===== src/rtl/alarm_pkg.sv =====
// Shared definitions for the 3-line buzzer alarm interface (encoder and decoder sides):
// zone encoding, nominal pulse length, decoder FSM states and one-hot helpers.
package alarm_pkg;

    typedef enum logic [1:0] {
        ZONE_NONE = 2'd0,
        ZONE1     = 2'd1,
        ZONE2     = 2'd2,
        ZONE3     = 2'd3
    } zone_e;

    typedef enum logic [1:0] {
        IDLE     = 2'd0,
        MEASURE  = 2'd1,
        WAIT_LOW = 2'd2
    } state_e;

    localparam int PULSE_LEN_DEF = 31;

    // Buzzer line pattern that belongs to a zone; ZONE_NONE maps to all-low.
    function automatic logic [2:0] zone_mask(input zone_e z);
        logic [2:0] m;
        case (z)
            ZONE1:   m = 3'b001;
            ZONE2:   m = 3'b010;
            ZONE3:   m = 3'b100;
            default: m = 3'b000;
        endcase
        return m;
    endfunction

    // Zone of a one-hot line pattern; anything not one-hot yields ZONE_NONE.
    function automatic zone_e onehot_zone(input logic [2:0] b);
        zone_e z;
        case (b)
            3'b001:  z = ZONE1;
            3'b010:  z = ZONE2;
            3'b100:  z = ZONE3;
            default: z = ZONE_NONE;
        endcase
        return z;
    endfunction

endpackage


===== src/rtl/alarm_evt_slot.sv =====
// One-entry valid/ready holding register for decoded alarm events, with a sticky
// overflow flag raised when a push arrives while the slot is full and not draining.
module alarm_evt_slot
    import alarm_pkg::*;
#(
    parameter int CNT_W = 6
) (
    input  logic             clk,
    input  logic             rst,
    input  logic             ena,
    input  logic             push,
    input  logic [1:0]       push_zone,
    input  logic [CNT_W-1:0] push_width,
    input  logic             evt_ready,
    output logic             evt_valid,
    output logic [1:0]       evt_zone,
    output logic [CNT_W-1:0] evt_width,
    output logic             ovf
);

    logic             valid_q, valid_d;
    logic [1:0]       zone_q, zone_d;
    logic [CNT_W-1:0] width_q, width_d;
    logic             ovf_q, ovf_d;
    logic             pop_s;
    logic             accept_s;

    // Load on push when empty or draining this edge; otherwise drop and flag overflow.
    always_comb begin
        valid_d  = valid_q;
        zone_d   = zone_q;
        width_d  = width_q;
        ovf_d    = ovf_q;
        pop_s    = valid_q & evt_ready;
        accept_s = push & (~valid_q | pop_s);
        if (accept_s) begin
            valid_d = 1'b1;
            zone_d  = push_zone;
            width_d = push_width;
        end else if (pop_s) begin
            valid_d = 1'b0;
        end else begin
            valid_d = valid_q;
        end
        if (push && !accept_s) begin
            ovf_d = 1'b1;
        end else begin
            ovf_d = ovf_q;
        end
    end

    // Slot registers; frozen while the block is disabled.
    always_ff @(posedge clk) begin
        if (rst) begin
            valid_q <= 1'b0;
            zone_q  <= 2'd0;
            width_q <= '0;
            ovf_q   <= 1'b0;
        end else if (ena) begin
            valid_q <= valid_d;
            zone_q  <= zone_d;
            width_q <= width_d;
            ovf_q   <= ovf_d;
        end
    end

    assign evt_valid = valid_q;
    assign evt_zone  = zone_q;
    assign evt_width = width_q;
    assign ovf       = ovf_q;

endmodule


===== src/rtl/alarm_pulse_decoder.sv =====
// Receive-side decoder for the 3-line buzzer alarm interface: validates each one-hot pulse
// length and emits one zone event per good pulse. ALARM_ZONE_COUNT_EN adds per-zone counters.
module alarm_pulse_decoder
    import alarm_pkg::*;
#(
    parameter int PULSE_LEN = PULSE_LEN_DEF,
    parameter int TOL       = 2,
    parameter int CNT_W     = 6
) (
    input  logic             clk,
    input  logic             rst,
    input  logic             ena,
    input  logic [2:0]       buzz,
    output logic             evt_valid,
    input  logic             evt_ready,
    output logic [1:0]       evt_zone,
    output logic [CNT_W-1:0] evt_width,
    output logic             err,
    output logic             ovf
`ifdef ALARM_ZONE_COUNT_EN
    ,
    output logic [7:0]       zone_cnt1,
    output logic [7:0]       zone_cnt2,
    output logic [7:0]       zone_cnt3
`endif
);

    localparam logic [CNT_W-1:0] CNT_MAX = CNT_W'(PULSE_LEN + TOL + 1);
    localparam logic [CNT_W-1:0] LEN_MIN = CNT_W'(PULSE_LEN - TOL);
    localparam logic [CNT_W-1:0] LEN_MAX = CNT_W'(PULSE_LEN + TOL);

    logic [2:0]       buzz_q, buzz_d;
    state_e           state_q, state_d;
    logic [CNT_W-1:0] cnt_q, cnt_d;
    zone_e            zone_q, zone_d;
    logic             err_q, err_d;
    logic             emit_s;

    // Pulse FSM: measure one-hot high time, reject multi-hot, zone changes and bad lengths.
    always_comb begin
        buzz_d  = buzz;
        state_d = state_q;
        cnt_d   = cnt_q;
        zone_d  = zone_q;
        err_d   = err_q;
        emit_s  = 1'b0;
        case (state_q)
            IDLE: begin
                if (buzz_q == 3'b000) begin
                    state_d = IDLE;
                end else if (onehot_zone(buzz_q) != ZONE_NONE) begin
                    state_d = MEASURE;
                    zone_d  = onehot_zone(buzz_q);
                    cnt_d   = CNT_W'(1);
                end else begin
                    err_d   = 1'b1;
                    state_d = WAIT_LOW;
                end
            end
            MEASURE: begin
                if (buzz_q == zone_mask(zone_q)) begin
                    // Saturate at CNT_MAX: reaching it is already a too-long pulse.
                    if (cnt_q >= CNT_MAX - CNT_W'(1)) begin
                        cnt_d   = CNT_MAX;
                        err_d   = 1'b1;
                        state_d = WAIT_LOW;
                    end else begin
                        cnt_d = cnt_q + CNT_W'(1);
                    end
                end else if (buzz_q == 3'b000) begin
                    if ((cnt_q >= LEN_MIN) && (cnt_q <= LEN_MAX)) begin
                        emit_s = 1'b1;
                    end else begin
                        err_d = 1'b1;
                    end
                    state_d = IDLE;
                end else begin
                    err_d   = 1'b1;
                    state_d = WAIT_LOW;
                end
            end
            WAIT_LOW: begin
                if (buzz_q == 3'b000) begin
                    state_d = IDLE;
                end else begin
                    state_d = WAIT_LOW;
                end
            end
            default: begin
                state_d = IDLE;
            end
        endcase
    end

    // Input sample, FSM state, width counter, latched zone and sticky error.
    always_ff @(posedge clk) begin
        if (rst) begin
            buzz_q  <= 3'b000;
            state_q <= IDLE;
            cnt_q   <= '0;
            zone_q  <= ZONE_NONE;
            err_q   <= 1'b0;
        end else if (ena) begin
            buzz_q  <= buzz_d;
            state_q <= state_d;
            cnt_q   <= cnt_d;
            zone_q  <= zone_d;
            err_q   <= err_d;
        end
    end

    assign err = err_q;

    alarm_evt_slot #(
        .CNT_W (CNT_W)
    ) u_slot (
        .clk        (clk),
        .rst        (rst),
        .ena        (ena),
        .push       (emit_s),
        .push_zone  (zone_q),
        .push_width (cnt_q),
        .evt_ready  (evt_ready),
        .evt_valid  (evt_valid),
        .evt_zone   (evt_zone),
        .evt_width  (evt_width),
        .ovf        (ovf)
    );

`ifdef ALARM_ZONE_COUNT_EN
    logic [7:0] zcnt_q [3];
    logic [7:0] zcnt_d [3];
    logic       zinc_s;

    // Count only events the slot actually accepts; dropped events leave counters untouched.
    always_comb begin
        zinc_s = emit_s & (~evt_valid | evt_ready);
        for (int i = 0; i < 3; i++) begin
            if (zinc_s && (zone_q == zone_e'(2'(i + 1))) && (zcnt_q[i] != 8'hFF)) begin
                zcnt_d[i] = zcnt_q[i] + 8'd1;
            end else begin
                zcnt_d[i] = zcnt_q[i];
            end
        end
    end

    // Per-zone event counters.
    always_ff @(posedge clk) begin
        if (rst) begin
            for (int i = 0; i < 3; i++) begin
                zcnt_q[i] <= 8'd0;
            end
        end else if (ena) begin
            for (int i = 0; i < 3; i++) begin
                zcnt_q[i] <= zcnt_d[i];
            end
        end
    end

    assign zone_cnt1 = zcnt_q[0];
    assign zone_cnt2 = zcnt_q[1];
    assign zone_cnt3 = zcnt_q[2];
`endif

endmodule


===== config.mk =====
export PLATFORM = sky130hd
export DESIGN_NAME = alarm_pulse_decoder
export DESIGN_NICKNAME = d
export VERILOG_FILES = /design/src/rtl/alarm_pkg.sv /design/src/rtl/alarm_evt_slot.sv /design/src/rtl/alarm_pulse_decoder.sv
export SDC_FILE = /design/constraint.sdc
export NUM_CORES = 1
export LEC_CHECK = 0
export ABC_CLOCK_PERIOD_IN_PS = 5900
export BUFFER_PORTS_ARGS = -buffer_cell sky130_fd_sc_hd__buf_2
export CAP_MARGIN = 20
export CELL_PAD_IN_SITES_DETAIL_PLACEMENT = 1
export CELL_PAD_IN_SITES_GLOBAL_PLACEMENT = 1
export CORE_MARGIN = 5
export CORE_UTILIZATION = 40
export CTS_CLUSTER_SIZE = 16
export DETAILED_ROUTE_END_ITERATION = 6
export PLACE_DENSITY = 0.71
export SETUP_SLACK_MARGIN = 0.3
export SLEW_MARGIN = 20
export SYNTH_ARGS = -nofsm -noshare
export SYNTH_HDL_FRONTEND = slang
export SYNTH_HIERARCHICAL = 1
export SYNTH_SLANG_ARGS = --single-unit
export TNS_END_PERCENT = 1

===== constraint.sdc =====
create_clock -name clk -period 5.9 [get_ports clk]
set_clock_uncertainty 0.15 [all_clocks]
set_input_delay 0.295 -clock clk [delete_from_list [all_inputs] [get_ports clk]]
set_output_delay 0.295 -clock clk [all_outputs]
set_load 0.02 [all_outputs]

# After elaboration in Yosys (flattened, before gate mapping)
# Index checks and enable logic that the tools add are counted.
[word_totals] out_inout_bits=11 word_cells=77 register_bits=24
[op_classes] addsub=1 eq_ne=15 n_mux=29 bitwise=5 order_cmp=3 n_reduce_logical=15
[op_table] operator="$mux W6" n=4
[op_table] operator="$mux W2" n=7
[op_table] operator="$mux W1" n=12
[op_table] operator="$pmux W2 S3" n=2
[op_table] operator="$pmux W6 S2" n=1
[op_table] operator="$pmux W3 S3" n=1
[op_table] operator="$ne A2 B2 Y1 const B" n=4
[op_table] operator="$reduce_and A2 Y1" n=4
[op_table] operator="$add A6 B1 Y6 const B" n=1
[op_table] operator="$eq A2 B2 Y1 const B" n=3
[op_table] operator="$ge A6 B5 Y1 const B" n=1
[op_table] operator="$ge A6 B6 Y1 const B" n=1
[op_table] operator="$le A6 B6 Y1 const B" n=1
[op_table] operator="$reduce_and A6 Y1" n=1
[op_table] operator="$reduce_bool A2 Y1" n=3
[op_table] operator="$reduce_and A5 Y1" n=1
[op_table] operator="$eq A2 B1 Y1 const B" n=2
[op_table] operator="$ne A4 B4 Y1 const B" n=1
[op_table] operator="$reduce_and A4 Y1" n=1
[op_table] operator="$eq A3 B1 Y1 const B" n=1
[op_table] operator="$eq A3 B2 Y1 const B" n=1
[op_table] operator="$eq A3 B3 Y1" n=1
[op_table] operator="$eq A3 B3 Y1 const B" n=1
[op_table] operator="$logic_not A3 Y1" n=1
[op_table] operator="9 further kinds" n=12

# Depth between registers and ports, before layout
# Gate-level depths: netlist of the first run.
[logic_depth] ltp_word=10 mapped_depth=9 ltp_nobuf=9

# Modules after synthesis
# The synthesis of the first run kept the hierarchy.
[by_module_without_submodules] mod="alarm_pulse_decoder" cells_each=108 n_inst=1 area_per_inst_um2=969.7 seq_area_each_um2=280.3
[by_module_without_submodules] mod="alarm_evt_slot" cells_each=43 n_inst=1 area_per_inst_um2=446.7 seq_area_each_um2=200.2

# Worst setup path before layout of the first run
# OpenSTA, ideal clock, no wires.
[synth_path] path_type="register to register" startpoint="register buzz_q[0]" endpoint="register cnt_q[2]" path_stages_with_launch=7 setup_time_ns=0.122 t_required_ns=5.628 setup_slack_ns=3.971 arrival_ns=1.657 cell_sequence="dfxtp_1 > buf_6 > or4_4 > o32ai_4 > o211a_4 > nor2_2 > a311o_1"
[synth_via] elab_chain_cells=7
[synth_lines] element="start: declaration" line_no="alarm_pulse_decoder.sv:32" text="logic [2:0] buzz_q, buzz_d;"
[synth_lines] element="start signal: assignment" line_no="alarm_pulse_decoder.sv:104" text="buzz_q <= buzz_d;"
[synth_lines] element="$eq A3 B3 Y1 (tied with other cells)" line_no="alarm_pkg.sv:35" text="case (b)"
[synth_lines] element="$pmux W2 S3" line_no="alarm_pkg.sv:35"
[synth_lines] element="$mux W2" line_no="alarm_pulse_decoder.sv:49" text="if (buzz_q == 3'b000) begin"
[synth_lines] element="$mux W2" line_no="alarm_pulse_decoder.sv:47" text="case (state_q)"
[synth_lines] element="$reduce_bool A2 Y1" line_no="alarm_pulse_decoder.sv:51" text="end else if (onehot_zone(buzz_q) != ZONE_NONE) begin"
[synth_lines] element="$ne A2 B2 Y1 (no source line)"
[synth_lines] element="$reduce_and A5 Y1 (no source line) *"
[synth_lines] element="end signal: assignment" line_no="alarm_pulse_decoder.sv:106" text="cnt_q <= cnt_d;"
[synth_lines] element="end: declaration" line_no="alarm_pulse_decoder.sv:34" text="logic [CNT_W-1:0] cnt_q, cnt_d;"
# Every way passes the cells marked *; elsewhere a longest branch is shown, timed or not. The select of a mux whose other input is x is not followed.
# A chain may end at the register's enable or synchronous reset.

# Worst setup path in the final report of the first run
[layout_path] startpoint="register cnt_q[1]" endpoint="register cnt_q[3]"
[layout_via] elab_chain_cells=4
[layout_lines] element="$add A6 B1 Y6 or $ge A6 B6 Y1 (tied branches)" line_no="alarm_pulse_decoder.sv:68, alarm_pulse_decoder.sv:63"
[layout_lines] element="$mux W6 *" line_no="alarm_pulse_decoder.sv:63" text="if (cnt_q >= CNT_MAX - CNT_W'(1)) begin"
[layout_lines] element="$mux W6 *" line_no="alarm_pulse_decoder.sv:61" text="if (buzz_q == zone_mask(zone_q)) begin"
[layout_lines] element="$pmux W6 S2 *" line_no="alarm_pulse_decoder.sv:47"
# Marked as above.

==> impl_metrics.json, run 1 <==
{
  "fin_crit_ns": 2.32,
  "drv_cap": 0,
  "fp.dieArea_um2": 4830,
  "dr.pass1.iters": 4,
  "htree_levels": 1,
  "fin_nets": 174,
  "grt_max_degree": 35,
  "cts_buffer_depth": 2,
  "port-buffer-count": 17,
  "start_kind": "register",
  "clkTransAtPathRegs_ns": 0.14,
  "io_pins": 18,
  "swShare": 0.258,
  "area_growth_pct": 9.10,
  "yosys.area.top_type": "dfxtp_1",
  "postRouteAntennaNets": 0,
  "synth_cell_type_count": 51,
  "synth_cells": 151,
  "clock_power_share": 0.348,
  "drt_iter0_markers": 51,
  "drc_errors": 0,
  "tightest_slew_ns": 0.647,
  "synth_async_sr_flop_share": 0,
  "end_kind": "register",
  "cts_hold_buffers": 0,
  "clk_latency_ns": 0.32,
  "die_h_um": 69.5,
  "routed_wl_mm": 3.29,
  "timing.fmax_ghz": 0.430,
  "cts-resized-gates": 0,
  "cts.sinks": 24,
  "vias": 1159,
  "ys_warn_count": 6,
  "numCtsBuffers": 3,
  "synthesis.nets": 161,
  "reg2reg_setup_slack_ns": 3.58,
  "wire_per_inst_um": 15.8,
  "avgSynthCellArea_um2": 9.38,
  "synth.top_cell.area_share": 0.339,
  "drive_gt1_frac": 0.233,
  "hold_ws_ns": 0.0525,
  "synthFlopType": "dfxtp_1",
  "rsz0062_at_grt": "no",
  "hold_viol": 0,
  "grt_pass1_vias": 1142,
  "die_w_um": 69.5,
  "p_per_area_nw_per_um2": 224,
  "p_leak_nw": 0.563,
  "vias_per_cell": 5.55,
  "vdd_drop_max_mv": 0.122,
  "grt_pass1_wl_mm": 5.74,
  "internal_power_w": 0.000257,
  "n_antenna_cell": 0,
  "netlist_area_um2": 1420,
  "ys_seq_area_frac": 0.339,
  "grt.overflow.total": 0,
  "start_util": 0.418,
  "p_switching_w": 0.0000894,
  "worst_ep_required_time_ns": 6.02,
  "crit_fanout": 5,
  "core_um2": 3390,
  "combPwrFrac": 0.143,
  "synth_enable_flop_cells": 0,
  "max_slew_margin": 0.568,
  "hold_path_class": "primary input to register",
  "grt_usage": 0.143,
  "root_buffer": "clkbuf_4",
  "hpwlAfterDp_mm": 2.46,
  "finalSetupViolCount": 0,
  "synthTopCellsByArea": "dfxtp_1 (34%), nand2b_1 (8.0%), mux2i_1 (7.8%), buf_6 (3.2%), ha_1 (2.7%)",
  "postSynthRegisterBits": 24,
  "p_seq_frac": 0.509,
  "antenna_found_initial": 0,
  "status": "complete, no violations",
  "place.gp.congestion": 0.801,
  "cts_tree": "built",
  "drv_slew": 0,
  "crit_arrival_ns": 2.44,
  "period_share": 0.394,
  "rows": 21,
  "post_cts_buffers": 0,
  "finalSetupTns_ns": 0,
  "critPathKind": "register to register"
}
path summary, 6_finish.rpt:
| kind | start | endpoint | depth (start not counted) |
|---|---|---|---|
| hold reg to reg | err | err | 2 |
| setup reg to reg | cnt_q[1] | cnt_q[3] | 7 |
| hold / removal | buzz[0] | buzz_q[0] | 3 |
| setup / recovery | cnt_q[1] | cnt_q[3] | 7 |
final cells by class:
| cell class | instances | area [um2] |
|---|---|---|
| fillers | 398 | 1840 |
| inverters | 7 | 26.3 |
| repair buffers | 17 | 85.1 |
| clock buffers | 3 | 22.5 |
| clock inverters | 1 | 30.0 |
| flip-flops and latches | 24 | 480 |
| multi-input cells | 111 | 843 |
| well taps | 46 | 57.6 |
placed cells by master (no fill, tap or decap), types with 2 or more instances in the layout:
| cell | n |
|---|---|
| o2111ai_1 | 2 |
| nor4_1 | 2 |
| buf_2 | 17 |
| nand2_1 | 8 |
| a311o_1 | 2 |
| nand2b_1 | 18 |
| mux2i_1 | 11 |
| a211oi_1 | 2 |
| ha_1 | 3 |
| inv_1 | 7 |
| o21ai_0 | 6 |
| a21oi_1 | 5 |
| clkbuf_4 | 3 |
| nand3_1 | 5 |
| nor3b_1 | 2 |
| nor2_1 | 10 |
| dfxtp_1 | 24 |
| o211ai_1 | 3 |
power by group through the flow:
stage / sequential [W] / clock [W] / combinational (W)
after floorplan: 0.000176 / 0 / 0.0000421
after global placement: 0.000179 / 0 / 0.0000475
after detailed placement: 0.000180 / 0 / 0.0000496
after CTS: 0.000176 / 0.000126 / 0.0000498
after global routing: 0.000177 / 0.000131 / 0.0000557
final: 0.000176 / 0.000120 / 0.0000496
registers in the layout (all words and copies together) (netlist names):
signal            cells
state_q               2
cnt_q                 6
buzz_q                3
zone_q                2
u_slot/evt_valid      1
u_slot/ovf            1
err                   1
u_slot/evt_zone       2
u_slot/evt_width      6
cell families (layout without fill, tap and decap cells):
logic type,after synthesis,count (layout),synth area share
simple gates,60,60,0.266
compound gates,35,35,0.212
flops,24,24,0.339
buf+inv,16,28,0.0654
mux,11,11,0.0777
fa+ha+maj,4,4,0.0336
xor+xnor,1,1,0.00618
synthesized netlist by cell type, types with 3 or more instances:
| master | n |
|---|---|
| ha_1 | 3 |
| nand3_1 | 5 |
| nor2_1 | 10 |
| nand2b_1 | 18 |
| nand2_1 | 8 |
| mux2i_1 | 11 |
| clkbuf_1 | 3 |
| o211ai_1 | 3 |
| dfxtp_1 | 24 |
| a21oi_1 | 5 |
| o21ai_0 | 6 |
| buf_6 | 4 |
| inv_1 | 7 |
worst max-delay path: stages, from the launching register on:
cell      delay [ns]
dfxtp_1         0.41
inv_1           0.10
ha_1            0.19
nand2b_1        0.17
o41ai_2         0.45
nand2_1         0.22
nor4bb_1        0.40
a311o_1         0.18
stage by stage:
| step | area [um2] | util | power (W) | setup slack (ns) | instances |
|---|---|---|---|---|---|
| after floorplan | 1420 | - | 0.000218 | 3.97 | 151 |
| after global placement | 1490 | 0.440 | 0.000227 | 3.78 | 205 |
| after detailed placement | 1490 | 0.440 | 0.000229 | 3.62 | 205 |
| after CTS | 1550 | 0.456 | 0.000352 | 3.61 | 209 |
| after global routing | 1550 | 0.456 | 0.000364 | 3.44 | 209 |
| final | 1550 | 0.456 | 0.000346 | 3.58 | 209 |
per-layer routing:
layer,vias to the layer above,global-route usage,wire (um)
li1,570,-,-
met1,562,0.183,1580
met2,23,0.238,1560
met3,4,0.0362,127
met4,0,0.0325,25
met5,-,0,0
No activity file was read; power rests on OpenSTA's default activity.
==> inputs of run 2 (changes only) <==
--- a/config.mk
+++ b/config.mk
@@ -5,7 +5,7 @@
 export SDC_FILE = /design/constraint.sdc
 export NUM_CORES = 1
 export LEC_CHECK = 0
-export ABC_CLOCK_PERIOD_IN_PS = 5900
+export ABC_CLOCK_PERIOD_IN_PS = 2150
 export BUFFER_PORTS_ARGS = -buffer_cell sky130_fd_sc_hd__buf_2
 export CAP_MARGIN = 20
 export CELL_PAD_IN_SITES_DETAIL_PLACEMENT = 1
==> constraint.sdc (replaced) <==
create_clock -name clk -period 2.15 [get_ports clk]
set_clock_uncertainty 0.15 [all_clocks]
set_input_delay 0.1075 -clock clk [delete_from_list [all_inputs] [get_ports clk]]
set_output_delay 0.1075 -clock clk [all_outputs]
set_load 0.02 [all_outputs]
==> run 2 against run 1 <==
Register-to-register slack lost 3.4 ns. Non-clock buffer count rose by 14. Clock power increased by 68%. Fmax rose by 18%. Sequential share of layout area is 2.4 points lower. First-iteration DRC count rose by 47%. Design area grew 11%. Highest routed layer unchanged.
==> impl_metrics.json, run 2 (synthesized netlist as in run 1, its figures left out) <==
{
  "critPathKind": "register to register",
  "grt_usage": 0.150,
  "rsz0062_at_grt": "yes",
  "cts_buffer_depth": 2,
  "p_per_area_nw_per_um2": 500,
  "fin_crit_ns": 1.97,
  "htree_levels": 1,
  "period_share": 0.914,
  "vias_per_cell": 5.41,
  "finalSetupTns_ns": 0,
  "hpwlAfterDp_mm": 2.43,
  "fin_nets": 188,
  "drc_errors": 0,
  "root_buffer": "clkbuf_4",
  "fp.dieArea_um2": 4830,
  "crit_fanout": 9,
  "cpLargestDelayFamily": "simple AND/OR/NAND/NOR gates",
  "end_kind": "register",
  "start_util": 0.418,
  "crit_slowest_cell": "or4_4",
  "start_kind": "register",
  "numCtsBuffers": 3,
  "slowest_delay_ns": 0.53,
  "dr.pass1.iters": 4,
  "port-buffer-count": 17,
  "die_w_um": 69.5,
  "layout_commonest_cell": "dfxtp_1",
  "die_h_um": 69.5,
  "crit_buf_inv": 1,
  "core_um2": 3390,
  "crit_chain": "or4_4 > o32ai_4 > nor2_2 > o2111a_1 > buf_4 > o32ai_1",
  "hold_path_class": "primary input to register",
  "drv_cap": 0,
  "worst_ep_required_time_ns": 2.24,
  "max_slew_margin": 0.645,
  "antenna_found_initial": 0,
  "hold_viol": 0,
  "drt_iter0_markers": 75,
  "finalSetupViolCount": 0,
  "rows": 21,
  "area_growth_pct": 21.3,
  "tightest_slew_ns": 0.533,
  "grt.overflow.total": 0,
  "cts.sinks": 24,
  "vdd_drop_max_mv": 0.301,
  "grt_pass1_wl_mm": 5.88,
  "crit_arrival_ns": 2.06,
  "grt_max_degree": 35,
  "final_cell_mix": "dfxtp_1 (18), nand2b_1 (17), buf_2 (17), mux2i_1 (11), buf_4 (10)",
  "clk_latency_ns": 0.32,
  "vias": 1201,
  "hold_ws_ns": 0.0799,
  "n_antenna_cell": 0,
  "status": "complete, no violations",
  "timing.fmax_ghz": 0.509,
  "clkTransAtPathRegs_ns": 0.13,
  "io_pins": 18,
  "place.gp.congestion": 0.745,
  "grt_pass1_vias": 1208,
  "wire_per_inst_um": 15.4,
  "routed_wl_mm": 3.41,
  "drive_gt1_frac": 0.358,
  "drv_slew": 0,
  "postRouteAntennaNets": 0,
  "p_leak_nw": 0.632,
  "cts_tree": "built"
}
## run 2: worst paths after layout
kind | slack (ns) | end | from | depth (start not counted)
worst min-delay path | 0.08 | state_q[1] | ena | 3
worst max-delay path | 0.18 | err | buzz_q[2] | 6
worst min register to register | 0.33 | err | err | 2
worst max register to register | 0.18 | err | buzz_q[2] | 6
## run 2: through the flow
step	util	cells	worst slack [ns]	area (um2)	power (W)
final	0.507	222	0.185	1720	0.000859
after global routing	0.507	222	0.0756	1720	0.000905
after CTS	0.505	221	0.169	1710	0.000871
after detailed placement	0.457	209	0.0387	1550	0.000643
after global placement	0.457	209	0.137	1550	0.000636
after floorplan	-	151	0.282	1440	0.000606
## run 2: timing repair
item / in CTS / in global routing
setup endpoints to repair: 19 / 19
setup buffers: 5 / 1
gates resized for setup: 17 / 0
gates cloned: 0 / 0
hold endpoints to repair: 4 / 0
pin swaps: 4 / 2
hold buffers: 4 / 0
## run 2: layout make-up
class	count	area [um2]
clock buffer	3	22.5
fill	400	1670
inverter	7	28.8
multi-input combinational	111	916
sequential	24	493
tap	46	57.6
timing repair buffer	31	200
## run 2: where the power goes
| group | switching [W] | internal [W] | total, W |
|---|---|---|---|
| clock network | 0.000136 | 0.0000658 | 0.000202 |
| logic | 0.0000947 | 0.0000834 | 0.000178 |
| registers | 0.0000203 | 0.000458 | 0.000479 |
## run 2: layer usage
layer / GRT usage / share of wire / vias up
li1: - / - / 607
met1: 0.179 / 0.45 / 568
met2: 0.263 / 0.50 / 21
met3: 0.0232 / 0.031 / 5
met4: 0.0651 / 0.020 / 0
met5: 0 / 0 / -
## run 2: worst register-to-register path: stages (launching register included)
cell	delay [ns]
dfxtp_2	0.39
or4_4	0.53
o32ai_4	0.16
nor2_2	0.10
o2111a_1	0.16
buf_4	0.15
o32ai_1	0.25
